## src/rtl/vga_timing_gen.sv

```systemverilog
//==============================================================================
// Module      : vga_timing_gen
// Description : 640x480@60 VGA raster timing (counters, blank, sync, markers).
//               Optional hs/vs delay pipeline enabled by VGA_SYNC_DELAY_EN.
// Revision    : 1.0 - initial release
//==============================================================================
`timescale 1ns/1ps
`default_nettype none

module vga_timing_gen #(
   parameter int H_VISIBLE  = 640,
   parameter int H_FRONT    = 16,
   parameter int H_SYNC     = 96,
   parameter int H_BACK     = 48,
   parameter int V_VISIBLE  = 480,
   parameter int V_FRONT    = 10,
   parameter int V_SYNC     = 2,
   parameter int V_BACK     = 33,
   parameter int SYNC_DELAY = 2
) (
   input  logic       vga_clk,
   input  logic       reset_n,
   output logic [9:0] DrawX,
   output logic [9:0] DrawY,
   output logic       blank,
   output logic       hs,
   output logic       vs,
   output logic       line_start,
   output logic       frame_start,
   output logic       vblank_start
);

   localparam int H_TOTAL = H_VISIBLE + H_FRONT + H_SYNC + H_BACK;
   localparam int V_TOTAL = V_VISIBLE + V_FRONT + V_SYNC + V_BACK;

   localparam logic [9:0] H_LAST     = 10'(H_TOTAL - 1);
   localparam logic [9:0] V_LAST     = 10'(V_TOTAL - 1);
   localparam logic [9:0] H_VIS_END  = 10'(H_VISIBLE);
   localparam logic [9:0] V_VIS_END  = 10'(V_VISIBLE);
   localparam logic [9:0] H_SYNC_BEG = 10'(H_VISIBLE + H_FRONT);
   localparam logic [9:0] H_SYNC_END = 10'(H_VISIBLE + H_FRONT + H_SYNC);
   localparam logic [9:0] V_SYNC_BEG = 10'(V_VISIBLE + V_FRONT);
   localparam logic [9:0] V_SYNC_END = 10'(V_VISIBLE + V_FRONT + V_SYNC);

   // Counters are 10 bits wide; reject timings that cannot be represented.
   if (H_TOTAL > 1024 || V_TOTAL > 1024 || SYNC_DELAY < 0) begin : g_param_check
      $error("vga_timing_gen: H_TOTAL/V_TOTAL must be <= 1024 and SYNC_DELAY >= 0");
   end

   logic [9:0] hc_q, hc_d;
   logic [9:0] vc_q, vc_d;
   logic       blank_q, blank_d;
   logic       hs_q, hs_d;
   logic       vs_q, vs_d;
   logic       line_start_q, line_start_d;
   logic       frame_start_q, frame_start_d;
   logic       vblank_start_q, vblank_start_d;

   // Decode from the next-state counters so flags line up with DrawX/DrawY.
   always_comb begin
      hc_d           = hc_q;
      vc_d           = vc_q;
      if (hc_q == H_LAST) begin
         hc_d = '0;
         if (vc_q == V_LAST) begin
            vc_d = '0;
         end else begin
            vc_d = vc_q + 10'd1;
         end
      end else begin
         hc_d = hc_q + 10'd1;
      end

      blank_d        = (hc_d < H_VIS_END) && (vc_d < V_VIS_END);
      hs_d           = !((hc_d >= H_SYNC_BEG) && (hc_d < H_SYNC_END));
      vs_d           = !((vc_d >= V_SYNC_BEG) && (vc_d < V_SYNC_END));
      line_start_d   = (hc_d == 10'd0);
      frame_start_d  = (hc_d == 10'd0) && (vc_d == 10'd0);
      vblank_start_d = (hc_d == 10'd0) && (vc_d == V_VIS_END);
   end

   always_ff @(posedge vga_clk or negedge reset_n) begin
      if (!reset_n) begin
         hc_q           <= '0;
         vc_q           <= '0;
         blank_q        <= 1'b0;
         hs_q           <= 1'b1;
         vs_q           <= 1'b1;
         line_start_q   <= 1'b0;
         frame_start_q  <= 1'b0;
         vblank_start_q <= 1'b0;
      end else begin
         hc_q           <= hc_d;
         vc_q           <= vc_d;
         blank_q        <= blank_d;
         hs_q           <= hs_d;
         vs_q           <= vs_d;
         line_start_q   <= line_start_d;
         frame_start_q  <= frame_start_d;
         vblank_start_q <= vblank_start_d;
      end
   end

   assign DrawX        = hc_q;
   assign DrawY        = vc_q;
   assign blank        = blank_q;
   assign line_start   = line_start_q;
   assign frame_start  = frame_start_q;
   assign vblank_start = vblank_start_q;

`ifdef VGA_SYNC_DELAY_EN
   // Sync pins lag DrawX by SYNC_DELAY to match the downstream RGB pipeline.
   if (SYNC_DELAY == 0) begin : g_sync_pass
      assign hs = hs_q;
      assign vs = vs_q;
   end else begin : g_sync_pipe
      logic [SYNC_DELAY-1:0] hs_pipe_q, hs_pipe_d;
      logic [SYNC_DELAY-1:0] vs_pipe_q, vs_pipe_d;

      always_comb begin
         hs_pipe_d    = hs_pipe_q;
         vs_pipe_d    = vs_pipe_q;
         hs_pipe_d[0] = hs_q;
         vs_pipe_d[0] = vs_q;
         for (int i = 1; i < SYNC_DELAY; i++) begin
            hs_pipe_d[i] = hs_pipe_q[i-1];
            vs_pipe_d[i] = vs_pipe_q[i-1];
         end
      end

      always_ff @(posedge vga_clk or negedge reset_n) begin
         if (!reset_n) begin
            hs_pipe_q <= '1;
            vs_pipe_q <= '1;
         end else begin
            hs_pipe_q <= hs_pipe_d;
            vs_pipe_q <= vs_pipe_d;
         end
      end

      assign hs = hs_pipe_q[SYNC_DELAY-1];
      assign vs = vs_pipe_q[SYNC_DELAY-1];
   end
`else
   assign hs = hs_q;
   assign vs = vs_q;
`endif

endmodule

`default_nettype wire

```

## config.mk

```make
export PLATFORM = sky130hd
export DESIGN_NAME = vga_timing_gen
export DESIGN_NICKNAME = d
export VERILOG_FILES = /design/src/rtl/vga_timing_gen.sv
export SDC_FILE = /design/constraint.sdc
export NUM_CORES = 1
export LEC_CHECK = 0
export ABC_AREA = 1
export CORE_MARGIN = 2
export CORE_UTILIZATION = 30
export CTS_CLUSTER_DIAMETER = 150
export CTS_CLUSTER_SIZE = 25
export DETAILED_ROUTE_END_ITERATION = 10
export DONT_BUFFER_PORTS = 1
export GPL_TIMING_DRIVEN = 0
export HOLD_SLACK_MARGIN = 0.05
export PLACE_DENSITY = 0.45
export RECOVER_POWER = 50
export SLEW_MARGIN = 5
export SYNTH_ARGS = -nofsm -noshare
export SYNTH_HDL_FRONTEND = slang
export SYNTH_SLANG_ARGS = --single-unit
```

## constraint.sdc

```tcl
create_clock -name vga_clk -period 1.65 [get_ports vga_clk]
set_input_delay 0.33 -clock vga_clk [delete_from_list [all_inputs] [get_ports vga_clk]]
set_output_delay 0.33 -clock vga_clk [all_outputs]
set_load 0.05 [all_outputs]
```

==> results, run 1 <==
- The total overflow left after global routing is 0.
- In this run the power density over the cells is 561.6 mW/mm^2.
- The number of slew-limit violations in the final report is 0.
- The remaining antenna violation count is 0.
- The part of the cycle the worst path needs is 118.3%.
- The boundary pin count is 28.
- The final routed DRC violation total is 0.
- For this run, the register share of the synthesized area comes to 41.59%.
- The clock latency at the later pin of the worst-skew pair is 0.28 ns.
- The final reports fail on setup timing.
- The pin count of the biggest net entering global routing is 27.
- The length of the first detailed-routing pass in iterations is 4.
- The layer carrying the most global-route usage is met2.
- During placement, the flow inserted port buffers numbering 0.
- The most numerous cell type found on the critical path is sky130_fd_sc_hd__nor2_1.
- The highest net fanout along the worst path is 5.
- The multi-input combinational cells in the finished layout cover a total of 975.9 um^2.
- The time the final worst path needs with I/O delays and setup is 1.952 ns.
- CTS placed an instance of sky130_fd_sc_hd__clkbuf_8 at the clock tree root.
- The tree built by TritonCTS fans out to 26 sinks.
- The proportion of register bits with asynchronous set or reset after synthesis is 100.0%.
- The signal on the critical path passes through ha_4 > nand2_4 > nor2_4 > nand4_1 > buf_6 > o21ai_2 > nand2_1 > nor2_1 > nand3_1 > nor2_1.
- After clock tree synthesis, the clock-pin slew on the worst setup and hold paths is 0.10 ns.
- From bottom edge to top edge, the die measures 76.35 um.
- The leading register cell type out of synthesis is sky130_fd_sc_hd__dfrtp_1.
- The core region is 0.005075 mm^2.
- The number of buffers created by CTS is 3.
- The setup TNS is -1.985 ns.
- The cell type of the slowest stage on the worst timing path is sky130_fd_sc_hd__dfrtp_2.
- For this configuration, the core starts out at a cell density of 30.94%.
- The pre-CTS setup slack is -0.3707 ns.
- In this design, the stage delay of the slowest critical-path cell is 0.57 ns.
- The leakage dissipation is 0.9762 nW.
- sky130_fd_sc_hd__dfrtp_1 takes more of the synthesized area than any other cell.
- The last weighted congestion value of the routability-driven placer is 0.7871.
- In this run the horizontal extent of the chip is 76.35 um.
- The highest ir drop seen on vdd is 256.9 uV.
- Measured on the finished design, the core utilization comes to 42.14%.
- The largest buffer count on any clock path is 2.
- The worst setup path is captured at a register.
- Across all setup checks in the final design, the least slack found is -0.3015 ns.
- The initial antenna violation count is 0.
- The H-tree level count is 1.
- The first global-routing pass estimated 7072 um of wire.
- The global-route track usage on met2 is 23.19%.
- The design internal power is 0.9641 mW.
- Cells with a size suffix above 1 make up 41.27% of the layout.
- The total wirelength of the detailed-routed design is 4314 um.
- The remaining max-slew budget at the tightest pin is 52.79%.
- Setup violations remaining at the end of the flow were counted as 12.
- For met3 alone, demand over resource in global routing was 3.199%.
- After filler insertion, the fill cell instance count of the layout stands at 546.
- 0 antenna diodes ended up in the layout.
- The share of synthesized area in the top cell type comes to 38.25%.
- The detail-routed via count per cell is 4.618.
- By area the synthesized netlist is led by sky130_fd_sc_hd__dfrtp_1, sky130_fd_sc_hd__nand2_1, sky130_fd_sc_hd__nor2_1, sky130_fd_sc_hd__inv_1, sky130_fd_sc_hd__nand3_1.
- The critical path in this run is classified as reg -> reg.
- The net switching power of the design is 0.2367 mW.
- The slack of the worst reg-to-reg path is -0.30 ns.
- Dividing the synthesized area by the synthesized cell count gives 6.857 um^2.
- The average detailed-routed wire length per instance is 13.40 um.
- Setup repair after global routing could not meet its margin everywhere.
- The highest clock frequency the design can meet is 512.4 MHz.
- In this run, flip-flops and latches consume 53.0% of the power.
- The cell area after layout is 0.002138 mm^2.
- TritonCTS built the clock tree.
- The number of standard-cell rows in the floorplan is 26.
- Of the total power, combinational logic draws 1.3%.
- The via count of the first global-routing pass is 1424.
- The net count reported at finish is 258.
- During synthesis, Yosys emitted a total of 0 warnings.
- The die footprint is 0.005829 mm^2.
- The count of flip-flops with a built-in enable after synthesis is 0.
- In this run the cell area measured after placement is 0.001727 mm^2.
- The routed via count is 1487.
- Per report_power, the clock group accounts for 45.7% of the total.
- The proportion of total power due to net switching is 19.71%.
- The synthesized instance count is 229.
- The global routing usage on met1 is 21.46%.
- Compared with the post-synthesis result, the final layout area differs by 36.18%.
- Counting flops and latches in the post-synthesis netlist gives 26.
- The path type of the worst min-delay path is in -> async.
- The half-perimeter wire length after placement is 2959 um.
- At the worst endpoint, the arrival time is 2.17 ns.
- In this run the cell area of the synthesized design comes to 0.001570 mm^2.
- The final number of hold-violating endpoints came to 0.
- The net count after synthesis is 234.
- For the pin with the worst max-slew slack, the measured transition is 0.7081 ns.
- The worst path required time is 1.87 ns.
- The number of distinct library cells after synthesis is 23.
- The flow ran to the end, but the final reports show violations.
- The area taken by flip-flops and latches is 681.9 um^2.
- The total global-route track usage is 15.27%.
- Clock skew on the completed layout was measured at 0.003190 ns.
- The number of maximum-capacitance violations is 0.
- The nature of the critical path startpoint is a register.
- The first routing iteration left 110 violations.
==> cells in the final DEF (no fill, tap or decap) <==
| cell | count |
|---|---|
| sky130_fd_sc_hd__nand2_1 | 54 |
| sky130_fd_sc_hd__nor2_1 | 26 |
| sky130_fd_sc_hd__inv_1 | 25 |
| sky130_fd_sc_hd__nand2_2 | 20 |
| sky130_fd_sc_hd__dfrtp_2 | 17 |
| sky130_fd_sc_hd__nand3_1 | 16 |
| sky130_fd_sc_hd__buf_4 | 12 |
| sky130_fd_sc_hd__inv_2 | 9 |
| sky130_fd_sc_hd__nand4_1 | 9 |
| sky130_fd_sc_hd__nor2_4 | 6 |
| sky130_fd_sc_hd__buf_6 | 6 |
| sky130_fd_sc_hd__dfrtp_1 | 5 |
| sky130_fd_sc_hd__nand2_4 | 5 |
| sky130_fd_sc_hd__nand3_2 | 5 |
| sky130_fd_sc_hd__nor2_2 | 5 |
| sky130_fd_sc_hd__o21bai_1 | 3 |
| sky130_fd_sc_hd__clkbuf_8 | 3 |
| sky130_fd_sc_hd__dfrtp_4 | 2 |
| sky130_fd_sc_hd__nand3_4 | 2 |
| sky130_fd_sc_hd__xor2_1 | 2 |
| sky130_fd_sc_hd__o21ai_2 | 2 |
| sky130_fd_sc_hd__o21a_1 | 2 |
| sky130_fd_sc_hd__ha_4 | 2 |
| sky130_fd_sc_hd__dfstp_2 | 2 |
| sky130_fd_sc_hd__inv_6 | 1 |
| sky130_fd_sc_hd__buf_2 | 1 |
| sky130_fd_sc_hd__nand3b_1 | 1 |
| sky130_fd_sc_hd__a21oi_1 | 1 |
| sky130_fd_sc_hd__nor3_2 | 1 |
| sky130_fd_sc_hd__nor3_4 | 1 |
| sky130_fd_sc_hd__clkinv_1 | 1 |
| sky130_fd_sc_hd__ha_1 | 1 |
| sky130_fd_sc_hd__bufinv_16 | 1 |
| sky130_fd_sc_hd__clkbuf_2 | 1 |
| sky130_fd_sc_hd__dlygate4sd3_1 | 1 |
| sky130_fd_sc_hd__buf_1 | 1 |
==> layout make-up <==
cell class                      count  area share (%)
Tap cell                           70           4.096
Clock buffer                        3           1.931
Inverter                           36           6.554
Multi-Input combinational cell    164           45.64
Timing Repair Buffer               19           7.197
Buffer                              3           1.287
Clock inverter                      1           1.404
Sequential cell                    26           31.89
==> state kept, by name, summed over array words and instances (netlist names) <==
register / flops
DrawY: 10
DrawX: 10
vs: 1
frame_start: 1
line_start: 1
hs: 1
vblank_start: 1
blank: 1
==> metrics by stage <==
step | hold WS, ns | instances | total power [mW]
after floorplan | 0.03441 | 229 | 0.6494
after global placement | 0.03501 | 299 | 0.6494
after detailed placement | 0.03519 | 299 | 0.6494
after CTS | 0.4700 | 317 | 1.230
after global routing | 0.6902 | 322 | 1.249
final | 0.6282 | 322 | 1.201
==> kinds of logic (layout without fill, tap and decap cells) <==
group	count (synthesis)	in the layout	share of synthesized area [%]
AND/OR/NAND/NOR	151	151	41.35
AO/OA/AOI/OAI	8	8	3.585
adder cells (fa/ha/maj)	3	3	2.391
buffers and inverters	39	62	9.960
flip-flops	26	26	41.59
XOR/XNOR	2	2	1.116
==> metal layers <==
metal  vias up  routed length (um)
met3         6                 204
met4         0                  53
li1        757                   -
met1       695                2103
met2        29                1953
met5         -                   0
==> critical path, delay by kind of cell, from the launching register on <==
family | cells | cell delay (ns)
adder cells (fa/ha/maj) | 1 | 0.20
AO/OA/AOI/OAI | 1 | 0.17
AND/OR/NAND/NOR | 7 | 0.75
buffers and inverters | 1 | 0.19
flip-flops | 1 | 0.57
==> repair_timing <==
action	CTS	global route
endpoints found under the setup margin	15	20
pin swaps	15	22
gates resized for setup	24	45
gates cloned	1	1
hold buffers	2	0
setup buffers	11	5
hold endpoints to repair	26	0
==> Yosys cell counts (3+ instances only) <==
cell,count
sky130_fd_sc_hd__nand2_2,3
sky130_fd_sc_hd__inv_1,31
sky130_fd_sc_hd__nand3_1,23
sky130_fd_sc_hd__o21bai_1,3
sky130_fd_sc_hd__inv_2,4
sky130_fd_sc_hd__nand2_1,76
sky130_fd_sc_hd__dfrtp_1,24
sky130_fd_sc_hd__ha_1,3
sky130_fd_sc_hd__nor2_1,34
sky130_fd_sc_hd__nand4_1,9
==> power groups by stage <==
| stage | clock (mW) | combinational, mW | sequential [mW] |
|---|---|---|---|
| finish | 0.548 | 0.0157 | 0.637 |
| global route | 0.593 | 0.0187 | 0.637 |
| CTS | 0.572 | 0.0214 | 0.637 |
| detailed placement | 0 | 0.000000536 | 0.649 |
| global placement | 0 | 0.000000536 | 0.649 |
| floorplan | 0 | 0.000000536 | 0.649 |
==> worst paths after layout <==
kind                                    startpoint                     end  cells past startpoint
worst max-delay path            DrawX[1]$_DFF_PN0_  vblank_start$_DFF_PN0_                     10
min in group vga_clk            DrawX[2]$_DFF_PN0_      DrawX[2]$_DFF_PN0_                      1
worst min register to register  DrawX[2]$_DFF_PN0_      DrawX[2]$_DFF_PN0_                      1
max in group asynchronous                  reset_n      DrawX[0]$_DFF_PN0_                      2
worst min-delay path                       reset_n      DrawX[6]$_DFF_PN0_                      2
worst max register to register  DrawX[1]$_DFF_PN0_  vblank_start$_DFF_PN0_                     10
(Power assumes the default switching activity.)
==> run 2, diff against run 1 <==
==> constraint.sdc (replaced) <==
create_clock -name vga_clk -period 1.7 [get_ports vga_clk]
set_input_delay 0.085 -clock vga_clk [delete_from_list [all_inputs] [get_ports vga_clk]]
set_output_delay 0.085 -clock vga_clk [all_outputs]
set_load 0.05 [all_outputs]
==> run 2 against run 1 <==
  * The flow still finishes with violations (setup timing)
  * Utilization down 1.4 points
  * Maximum frequency decreased by 3.4%
  * Combinational power down 6%
  * Via count is 1.4% lower
  * Power is 13% lower
  * Largest cell class unchanged
  * Highest routed layer unchanged
==> results, run 2 (synthesis results as in run 1) <==
- The flow ran to the end, but the final reports show violations.
- The checks that failed: setup timing.
- STA classifies the critical path startpoint as a register.
- Once the floorplan was initialized, standard cells occupied 30.94% of the core.
- After global routing, the most crowded layer is met2.
- In this run the clock root is driven by a sky130_fd_sc_hd__clkbuf_8.
- TritonCTS built the clock tree.
- The initial antenna violation count is 0.
- The clock passes through at most 2 buffers.
- The top cell types in the final layout, fill and taps aside, are sky130_fd_sc_hd__nand2_1, sky130_fd_sc_hd__inv_1, sky130_fd_sc_hd__nor2_1.
- The detail route stage leaves a number of antenna-violating nets equal to 0.
- Setup repair after global routing could not meet its margin everywhere.
- For the worst-skew pair, the clock arrives at the later sink with an insertion delay of 0.28 ns.
- The largest single stage delay on the critical path is 0.58 ns.
- The average detailed-routed wire length per instance is 13.65 um.
- Entering global routing, the biggest net connects 27 pins.
- STA classifies the critical path endpoint as a register.
- Compared with the post-synthesis result, the final layout area differs by 31.71%.
- In this run the power density over the cells is 507.7 mW/mm^2.
- The die is 76.35 um wide.
- The critical path start-end classification is reg -> reg.
- The global-route congestion overflow total is 0.
- The first detailed-routing pass ran for 4 iterations.
- The worst setup margin is -0.3192 ns.
- The detail-routed via count per cell is 4.610.
- After layout, the worst path uses 118.8% of the clock period.
- In this run the standard cell core region covers 0.005075 mm^2.
- In the final layout, the share of cells above drive strength 1 is 36.29%.
- The path type of the worst min-delay path is in -> async.
- The remaining max-slew budget at the tightest pin is 1.989%.
- Setup violations remaining at the end of the flow were counted as 13.
- From bottom edge to top edge, the die measures 76.35 um.
- The time the final worst path needs with I/O delays and setup is 2.019 ns.
- The most frequent standard cell in the layout excluding fill and tap cells is sky130_fd_sc_hd__nand2_1.
- In the global route stage, met2 resource usage came out at 23.98%.
- After clock tree synthesis, the clock-pin slew on the worst setup and hold paths is 0.10 ns.
- In this run the core area contains 26 standard-cell rows.
- The number of maximum-capacitance violations is 0.
- The global routing usage on met1 is 22.02%.
- The total wirelength of the detailed-routed design is 4341 um.
- The violation count after the first detailed-routing iteration is 87.
- The count of buffers added on input and output ports is 0.
- The actual slew at the worst max-slew pin is 1.470 ns.
- The number of buffers created by CTS is 3.
- The final routed DRC violation total is 0.
- The leakage dissipation is 0.9721 nW.
- The boundary pin count is 28.
- For met3 alone, demand over resource in global routing was 1.896%.
- For this design, the sink count on the clock tree is 26.
- For this run, the top clock speed supported by timing is 495.3 MHz.
- IR analysis of the VDD net gives a maximum drop of 263.9 uV.
- The final number of hold-violating endpoints was 0.
- The first global-routing pass estimated 7093 um of wire.
- At the end of the flow the core is filled with cells to 40.75%.
- The count of antenna diodes in the layout is 0.
- The via count of the first global-routing pass came to 1379.
- Detailed placement finished with a half-perimeter wire length of 2984 um.
- The highest net fanout along the worst path is 4.
- STA puts the critical path data arrival time at 2.24 ns.
- Power comes to 1.050 mW.
- The critical path goes through ha_4 > nand2_4 > nor2_4 > nand2_2 > nor2_4 > buf_6 > nor2_4 > nor2_4 > nand2_2 > nor2_2 > nand3_2 > nor2_2.
- The net count of the finished layout is 254.
- The number of slew-limit violations in the final report came to 0.
- At the end of routability-driven placement, the weighted congestion stood at 0.8069.
- The die covers 0.005829 mm^2.
- The H-tree level count is 1.
- Between clock sinks in the finished design, the worst skew comes to 0.003012 ns.
- The cell repeated most along the worst path is sky130_fd_sc_hd__nor2_4.
- The cell type of the slowest stage on the worst timing path is sky130_fd_sc_hd__dfrtp_2.
- Across every metal layer, demand over resource in global routing totals 15.41%.
- The worst path required time is 1.92 ns.
- The routed via count is 1466.
==> run 2: changes by cell type in the layout (fill, tap and decap cells not counted), sizes merged <==
cell / delta
bufinv: -1
buf: -4
clkbuf: +1
==> run 2: timing repair <==
item                                    in CTS  in global routing
endpoints found under the hold margin       26                  0
resized for setup                           24                 41
pin swaps                                    6                 17
gates cloned                                 1                  0
hold buffers                                 2                  0
endpoints found under the setup margin      10                 16
buffers inserted                             8                  7
==> run 2: cell type report <==
class | count | area, um^2
Fill cell | 570 | 3007
Multi-Input combinational cell | 164 | 959.7
Sequential cell | 26 | 678.2
Inverter | 36 | 137.6
Timing Repair Buffer | 15 | 122.6
Tap cell | 70 | 87.58
Clock buffer | 4 | 55.05
Buffer | 3 | 27.53
==> run 2: worst paths after layout <==
check                                         to  slack [ns]               start  cells past startpoint
max                        frame_start$_DFF_PN0_       -0.32  DrawX[1]$_DFF_PN0_                     12
min                           DrawX[4]$_DFF_PN0_        0.71             reset_n                      2
max reg2reg                frame_start$_DFF_PN0_       -0.32  DrawX[1]$_DFF_PN0_                     12
min reg2reg                   DrawX[2]$_DFF_PN0_        0.75  DrawX[2]$_DFF_PN0_                      1
max in group asynchronous     DrawY[0]$_DFF_PN0_       -0.05             reset_n                      2
min in group vga_clk          DrawX[2]$_DFF_PN0_        0.75  DrawX[2]$_DFF_PN0_                      1
==> run 2: critical path, delay by kind of cell, from the launching register on <==
family                   cells  cell delay, ns
AND/OR/NAND/NOR             10            1.05
buffers and inverters        1            0.13
flip-flops                   1            0.58
adder cells (fa/ha/maj)      1            0.20
==> run 2: power breakdown <==
part | switching, mW | internal [mW]
Clock | 0.210 | 0.208
Combinational | 0.0127 | 0.00198
Sequential | 0 | 0.618
Total | 0.223 | 0.827
==> run 2: per-layer routing <==
metal,routed length (um),vias up
met5,0,-
met4,51,0
met3,148,4
met2,1970,27
met1,2170,684
li1,-,751
==> run 2: through the flow <==
step	TNS (ns)	area, um^2	hold WS, ns	worst slack (ns)	cells
after detailed placement	-1.551	1713	-0.2099	-0.3055	299
after global placement	-1.803	1713	-0.2100	-0.3489	299
after floorplan	-0.07688	1625	-0.2106	-0.04579	229
after global routing	-9.617	2068	0.7628	-0.4194	318
final	-1.901	2068	0.7054	-0.3192	318
after CTS	-1.350	1917	0.2294	-0.2577	313
